File: src/rtl/wr_fram_pack.sv
// Write-side frame buffer packer: eight pixels per 256-bit RAM word, bursts announced by toggle.
// Define WR_FRAM_FLUSH_EN to have frame_start write out a partially filled word (zero padded).
module wr_fram_pack #(
   parameter int unsigned PIX_WIDTH  = 32,
   parameter int unsigned BUF_WIDTH  = 256,
   parameter int unsigned ADDR_WIDTH = 9,
   parameter int unsigned BURST_LEN  = 64
) (
   input  logic                  wr_clk,
   input  logic                  tb_wr_rst,
   input  logic                  frame_start,
   input  logic [PIX_WIDTH-1:0]  pix_data,
   input  logic                  pix_valid,
   output logic                  pix_ready,
   output logic [BUF_WIDTH-1:0]  buf_wr_data,
   output logic [ADDR_WIDTH-1:0] buf_wr_addr,
   output logic                  buf_wr_en,
   output logic                  burst_req_tgl,
   output logic [ADDR_WIDTH-1:0] burst_addr,
   input  logic                  burst_done_tgl,
   output logic [ADDR_WIDTH:0]   fill_level,
   output logic                  overflow
);
   localparam int unsigned LANES   = BUF_WIDTH / PIX_WIDTH;
   localparam int unsigned LANE_W  = $clog2(LANES);
   localparam int unsigned DEPTH   = 1 << ADDR_WIDTH;
   localparam int unsigned FILL_W  = ADDR_WIDTH + 1;
   localparam int unsigned BURST_W = $clog2(BURST_LEN);
   localparam int unsigned HOLD_W  = (LANES - 1) * PIX_WIDTH;
   localparam logic [LANE_W-1:0] LAST_LANE = LANE_W'(LANES - 1);

   typedef enum logic {S_IDLE, S_WAIT} state_t;

   state_t                state, state_nxt;
   logic [HOLD_W-1:0]     lane_reg;
   logic [LANE_W-1:0]     lane_cnt, lane_idx;
   logic [ADDR_WIDTH-1:0] wr_ptr, rd_base;
   logic [FILL_W-1:0]     pend_cnt, fill_nxt;
   logic                  s1, s2, s3, done_q;
   logic                  accept, word_done, flush, wr_issue, pend_inc, req_fire, rd_adv;
   logic [BUF_WIDTH-1:0]  full_word, wr_word;

   // The last lane is never stored: it goes straight from pix_data into the word
   assign accept    = pix_valid && pix_ready;
   assign lane_idx  = frame_start ? '0 : lane_cnt;
   assign word_done = accept && !frame_start && (lane_cnt == LAST_LANE);
   assign full_word = {pix_data, lane_reg};

`ifdef WR_FRAM_FLUSH_EN
   logic [BUF_WIDTH-1:0] part_word;

   always_comb begin
      part_word = '0;
      for (int unsigned i = 0; i < LANES - 1; i++)
         if (LANE_W'(i) < lane_cnt)
            part_word[i*PIX_WIDTH +: PIX_WIDTH] = lane_reg[i*PIX_WIDTH +: PIX_WIDTH];
   end

   assign flush   = frame_start && (lane_cnt != '0);
   assign wr_word = flush ? part_word : full_word;
`else
   assign flush   = 1'b0;
   assign wr_word = full_word;
`endif

   assign wr_issue = word_done || flush;
   assign pend_inc = buf_wr_en && (buf_wr_addr[BURST_W-1:0] == {BURST_W{1'b1}});
   assign fill_nxt = fill_level + FILL_W'(wr_issue) - (done_q ? FILL_W'(BURST_LEN) : FILL_W'(0));

   // Pixel packing, RAM write port, occupancy and done-toggle synchronizer
   always_ff @(posedge wr_clk or posedge tb_wr_rst) begin
      if (tb_wr_rst) begin
         lane_reg    <= '0;
         lane_cnt    <= '0;
         wr_ptr      <= '0;
         buf_wr_en   <= 1'b0;
         buf_wr_data <= '0;
         buf_wr_addr <= '0;
         fill_level  <= '0;
         pix_ready   <= 1'b1;
         overflow    <= 1'b0;
         s1          <= 1'b0;
         s2          <= 1'b0;
         s3          <= 1'b0;
         done_q      <= 1'b0;
      end else begin
         buf_wr_en <= wr_issue;
         if (wr_issue) begin
            buf_wr_data <= wr_word;
            buf_wr_addr <= wr_ptr;
            wr_ptr      <= wr_ptr + ADDR_WIDTH'(1);
         end
         if (accept) begin
            for (int unsigned i = 0; i < LANES - 1; i++)
               if (LANE_W'(i) == lane_idx)
                  lane_reg[i*PIX_WIDTH +: PIX_WIDTH] <= pix_data;
            lane_cnt <= lane_idx + LANE_W'(1);
         end else if (frame_start) begin
            lane_cnt <= '0;
         end
         if (pix_valid && !pix_ready)
            overflow <= 1'b1;
         fill_level <= fill_nxt;
         pix_ready  <= (fill_nxt < FILL_W'(DEPTH));
         s1     <= burst_done_tgl;
         s2     <= s1;
         s3     <= s2;
         done_q <= s2 ^ s3;
      end
   end

   always_ff @(posedge wr_clk or posedge tb_wr_rst) begin
      if (tb_wr_rst) state <= S_IDLE;
      else           state <= state_nxt;
   end

   // One outstanding request at a time; completion advances the read base
   always_comb begin
      state_nxt = state;
      req_fire  = 1'b0;
      rd_adv    = 1'b0;
      case (state)
         S_IDLE: if (pend_cnt != '0) begin
            req_fire  = 1'b1;
            state_nxt = S_WAIT;
         end
         S_WAIT: if (done_q) begin
            rd_adv    = 1'b1;
            state_nxt = S_IDLE;
         end
         default: state_nxt = S_IDLE;
      endcase
   end

   always_ff @(posedge wr_clk or posedge tb_wr_rst) begin
      if (tb_wr_rst) begin
         pend_cnt      <= '0;
         burst_req_tgl <= 1'b0;
         burst_addr    <= '0;
         rd_base       <= '0;
      end else begin
         pend_cnt <= pend_cnt + FILL_W'(pend_inc) - FILL_W'(req_fire);
         if (req_fire) begin
            burst_req_tgl <= ~burst_req_tgl;
            burst_addr    <= rd_base;
         end
         if (rd_adv)
            rd_base <= rd_base + ADDR_WIDTH'(BURST_LEN);
      end
   end

endmodule

File: config.mk
export PLATFORM = sky130hd
export DESIGN_NAME = wr_fram_pack
export DESIGN_NICKNAME = d
export VERILOG_FILES = /design/src/rtl/wr_fram_pack.sv
export SDC_FILE = /design/constraint.sdc
export NUM_CORES = 1
export LEC_CHECK = 0
export CAP_MARGIN = 20
export CORE_UTILIZATION = 49
export CTS_BUF_LIST = sky130_fd_sc_hd__clkbuf_4 sky130_fd_sc_hd__clkbuf_8 sky130_fd_sc_hd__clkbuf_16
export CTS_CLUSTER_DIAMETER = 60
export DETAILED_ROUTE_END_ITERATION = 8
export HOLD_SLACK_MARGIN = 0.08
export MAX_ROUTING_LAYER = met4
export PLACE_DENSITY_LB_ADDON = 0.05
export SETUP_SLACK_MARGIN = 0.3
export SYNTH_ARGS = -nofsm -noshare
export SYNTH_HDL_FRONTEND = slang
export SYNTH_SLANG_ARGS = --single-unit
File: constraint.sdc
create_clock -name wr_clk -period 20.8 [get_ports wr_clk]
set_input_delay 5.2 -clock wr_clk [delete_from_list [all_inputs] [get_ports wr_clk]]
set_output_delay 5.2 -clock wr_clk [all_outputs]
set_load 0.01 [all_outputs]
==> results.txt <==
total power -> 2.456 mW
dominant combinational cell family by area after synthesis -> multiplexers
initial antenna violation count -> 1
setup repair after global routing missed its margin -> false
clock network fraction of total power -> 40.2%
TritonCTS clock tree -> done
Max stage delay cell, worst path -> sky130_fd_sc_hd__buf_4
crit end category -> flip-flop
die extent in y -> 213.2 microns
worst-path maximum fanout -> 56
area share of fa/ha/maj cells after synthesis -> 1.980%
detailed-route vias per instance -> 5.104
number of DRC markers after the initial detailed-route iteration -> 520
leakage power of the design -> 13.02 nW
via count -> 11423
number of distinct library cell variants in the gate-level netlist after synthesis -> 45
Arr. time, crit path -> 9230 ps
max reg flops -> 256
TritonCTS Sinks -> 536
port bufs -> 318
CTS root buf -> sky130_fd_sc_hd__clkbuf_16
cell-by-cell listing of the critical path -> clkdlybuf4s50_1, and2_1, and4_4, buf_4, buf_4, mux2_4
Top FF cell, synth -> sky130_fd_sc_hd__dfrtp_1
final worst-path cycle share -> 42.15%
cts bufs inserted -> 55
final HPWL from detailed placement -> 30.04 mm
run status -> finished clean
H-Tree Level Count -> 2
net total in the final layout -> 1676
final period demand of the worst path -> 8768 ps
horizontal die dimension -> 213.2 microns
synthesized area per cell -> 17.16 sq um
Internal Power -> 1.884 mW
total global-route track usage -> 21.79%
number of global-route vias before repair -> 12112
Setup Total Neg Slack -> 0 ps
crit start category -> input port
Diodes inserted -> 0
final setup skew -> 9.316 ps
synthesis warning total -> 0
Flop pwr share -> 50.0%
maximum clock path buffer count -> 3
post-synthesis compound-gate area fraction -> 1.093%
number of instances on the worst hold path -> 0
remaining global-route overflow -> 0
first-pass GRT wire length -> 73.06 mm
post-CTS sizing -> 0
Final Hold Vio Count -> 0
crit path kind -> in2reg
gp weighted congestion -> 0.7733
mux share of post-synthesis cell area -> 30.00%
transition at the pin with the smallest max-transition slack -> 1137 ps
reported net switching power -> 0.5717 mW
worst skew pair latency -> 590 ps
routed length per placed instance -> 21.16 microns
Filler Cells Inserted -> 3353
proportion of total power due to net switching -> 23.28%
I/O pin count -> 325
Max-cap violations -> 0
maximum frequency from static timing analysis -> 114.1 MHz
routed wire length -> 47.36 mm
XOR/XNOR Fraction of Synth Area -> 1.122%
share of cells above drive strength 1 -> 35.05%
depth of the worst register-to-register path -> 5
total setup buffers inserted after CTS -> 0
max-slew violation total from the final report -> 0
Simple-Gate Fraction of Synth Area -> 1.362%
post-detailed-route DRC marker count -> 0
number of iterations in the first detailed-routing pass -> 6
antenna viol nets, final -> 0
die footprint -> 45470 sq um
placement row count -> 77
Slew Limit Headroom -> 24.23%
sequential share of the synthesized area -> 61.35%
min-delay worst type -> reg2reg
synthesized netlist cell count -> 1274
starting utilization of the core area -> 49.55%
slowest cell delay on critical path -> 960 ps
Gate power share -> 9.8%
hold-fix buffer count after cts -> 0
placeable core area -> 44120 sq um
Post-Synthesis Cell Area -> 21870 sq um
power density over cell area -> 90.10 nW/um^2
Final setup viols -> 0
EDFF count, synth -> 0
share of flip-flops with an asynchronous set or reset after synthesis -> 100.0%
VDD IR-drop max -> 0.00006664 V
required time of the worst setup path -> 21270 ps
clk slew on worst S/H paths -> 60 ps
largest net degree at the start of global routing -> 171
dominant cell type by count on the critical path -> sky130_fd_sc_hd__buf_4
worst path setup slack after routing -> 12030 ps
minimum setup slack after placement -> 11380 ps
Layout Area Growth over Synthesis -> 24.65%
flop and latch count out of synthesis -> 536
==> synth_stat cells, types with 2 or more instances <==
cell                       count  area share [%]
sky130_fd_sc_hd__nor2_1        6            0.10
sky130_fd_sc_hd__buf_4         9            0.31
sky130_fd_sc_hd__inv_1        29            0.50
sky130_fd_sc_hd__nor3_1        4           0.092
sky130_fd_sc_hd__nand2_1      13            0.22
sky130_fd_sc_hd__mux2i_1       2           0.092
sky130_fd_sc_hd__dfrtp_1     535              61
sky130_fd_sc_hd__buf_2        17            0.39
sky130_fd_sc_hd__nand4_1       4            0.11
sky130_fd_sc_hd__nand3_1       6            0.14
sky130_fd_sc_hd__and3b_1       2           0.080
sky130_fd_sc_hd__o21a_1        2           0.069
sky130_fd_sc_hd__o21bai_1      4            0.14
sky130_fd_sc_hd__and3_1        6            0.17
sky130_fd_sc_hd__o21ai_0       2           0.046
sky130_fd_sc_hd__a21oi_1       8            0.18
sky130_fd_sc_hd__nand2b_1      4            0.11
sky130_fd_sc_hd__inv_2         2           0.034
sky130_fd_sc_hd__a21o_1        4            0.14
sky130_fd_sc_hd__buf_6        36             1.9
sky130_fd_sc_hd__mux2_1       46             2.4
sky130_fd_sc_hd__and4_1        2           0.080
sky130_fd_sc_hd__mux2_4      260              18
sky130_fd_sc_hd__xor2_1       12            0.48
sky130_fd_sc_hd__a21oi_2       2           0.080
sky130_fd_sc_hd__mux2_2      188             9.7
sky130_fd_sc_hd__xnor2_1      16            0.64
sky130_fd_sc_hd__and2_1        2           0.057
sky130_fd_sc_hd__ha_1         33             1.9
sky130_fd_sc_hd__a31oi_1       3           0.086
==> routing by layer <==
metal,share of wire [%],global-route usage (%)
met5,0,-
met4,1.9,6.059
met3,5.9,4.898
met2,47,33.12
met1,45,29.49
==> power groups by stage <==
stage	clock network [mW]	logic (mW)	registers (mW)
finish	0.986	0.242	1.23
detailed placement	0	0.247	1.25
floorplan	0	0.182	1.23
CTS	1.01	0.248	1.23
global route	1.05	0.268	1.24
global placement	0	0.235	1.24
==> critical path: cells and delay by family <==
| family | cells | cell delay [ps] |
|---|---|---|
| buffers and inverters | 3 | 2300 |
| multiplexers | 1 | 350 |
| AND/OR/NAND/NOR | 2 | 1280 |
==> logic make-up after synthesis <==
kind of cell	Yosys count
AOI/OAI and AO/OA	32
buffers and inverters	93
adders and majority gates	34
DFF	536
xor gates and xnor gates	28
and+or+nand+nor	54
muxes	496
other	1
==> per-stage QoR <==
stage	hold slack [ps]	area [sq um]	utilization, %	instances
2_1_floorplan	331.2	21880	-	1279
3_3_place_gp	337.8	25400	57.56	2139
3_5_place_dp	335.5	25420	57.60	2140
4_1_cts	350.4	27250	61.77	2238
5_1_grt	376.2	27250	61.77	2238
6_report	351.3	27250	61.77	2238
==> layout make-up <==
class                           count  area (sq um)  share of cell area (%)
Timing Repair Buffer              331          3318                   12.17
Inverter                           31         123.9                  0.4545
Tap cell                          592         740.7                   2.718
Clock inverter                     12         93.84                  0.3443
Sequential cell                   536         13410                   49.22
Clock buffer                       86          1744                   6.399
Multi-Input combinational cell    650          7820                   28.69
==> layout by cell type (no fill, tap or decap), types with 4 or more instances in the layout <==
cell	count
sky130_fd_sc_hd__nand2_1	12
sky130_fd_sc_hd__mux2_1	46
sky130_fd_sc_hd__dfrtp_1	535
sky130_fd_sc_hd__nand2b_1	4
sky130_fd_sc_hd__conb_1	6
sky130_fd_sc_hd__clkbuf_8	16
sky130_fd_sc_hd__mux2_2	188
sky130_fd_sc_hd__o21bai_1	4
sky130_fd_sc_hd__nor2_1	6
sky130_fd_sc_hd__clkdlybuf4s50_1	318
sky130_fd_sc_hd__ha_1	33
sky130_fd_sc_hd__nor3_1	4
sky130_fd_sc_hd__xor2_1	12
sky130_fd_sc_hd__clkinv_2	8
sky130_fd_sc_hd__buf_4	10
sky130_fd_sc_hd__mux2_4	260
sky130_fd_sc_hd__nand4_1	4
sky130_fd_sc_hd__clkbuf_16	57
sky130_fd_sc_hd__clkbuf_4	13
sky130_fd_sc_hd__inv_1	28
sky130_fd_sc_hd__xnor2_1	16
sky130_fd_sc_hd__a21o_1	4
sky130_fd_sc_hd__a21oi_1	8
==> worst paths after layout <==
check                               start               end  slack [ps]
worst max-delay path            pix_valid  buf_wr_data[116]       12030
worst min-delay path                   s1                s2         350
worst max register to register  pix_ready  buf_wr_data[116]       16610
worst min register to register         s1                s2         350
max in group asynchronous       tb_wr_rst  buf_wr_data[247]       13530
min in group asynchronous       tb_wr_rst  buf_wr_data[197]        5090
Power figures use the tool's default switching activity.
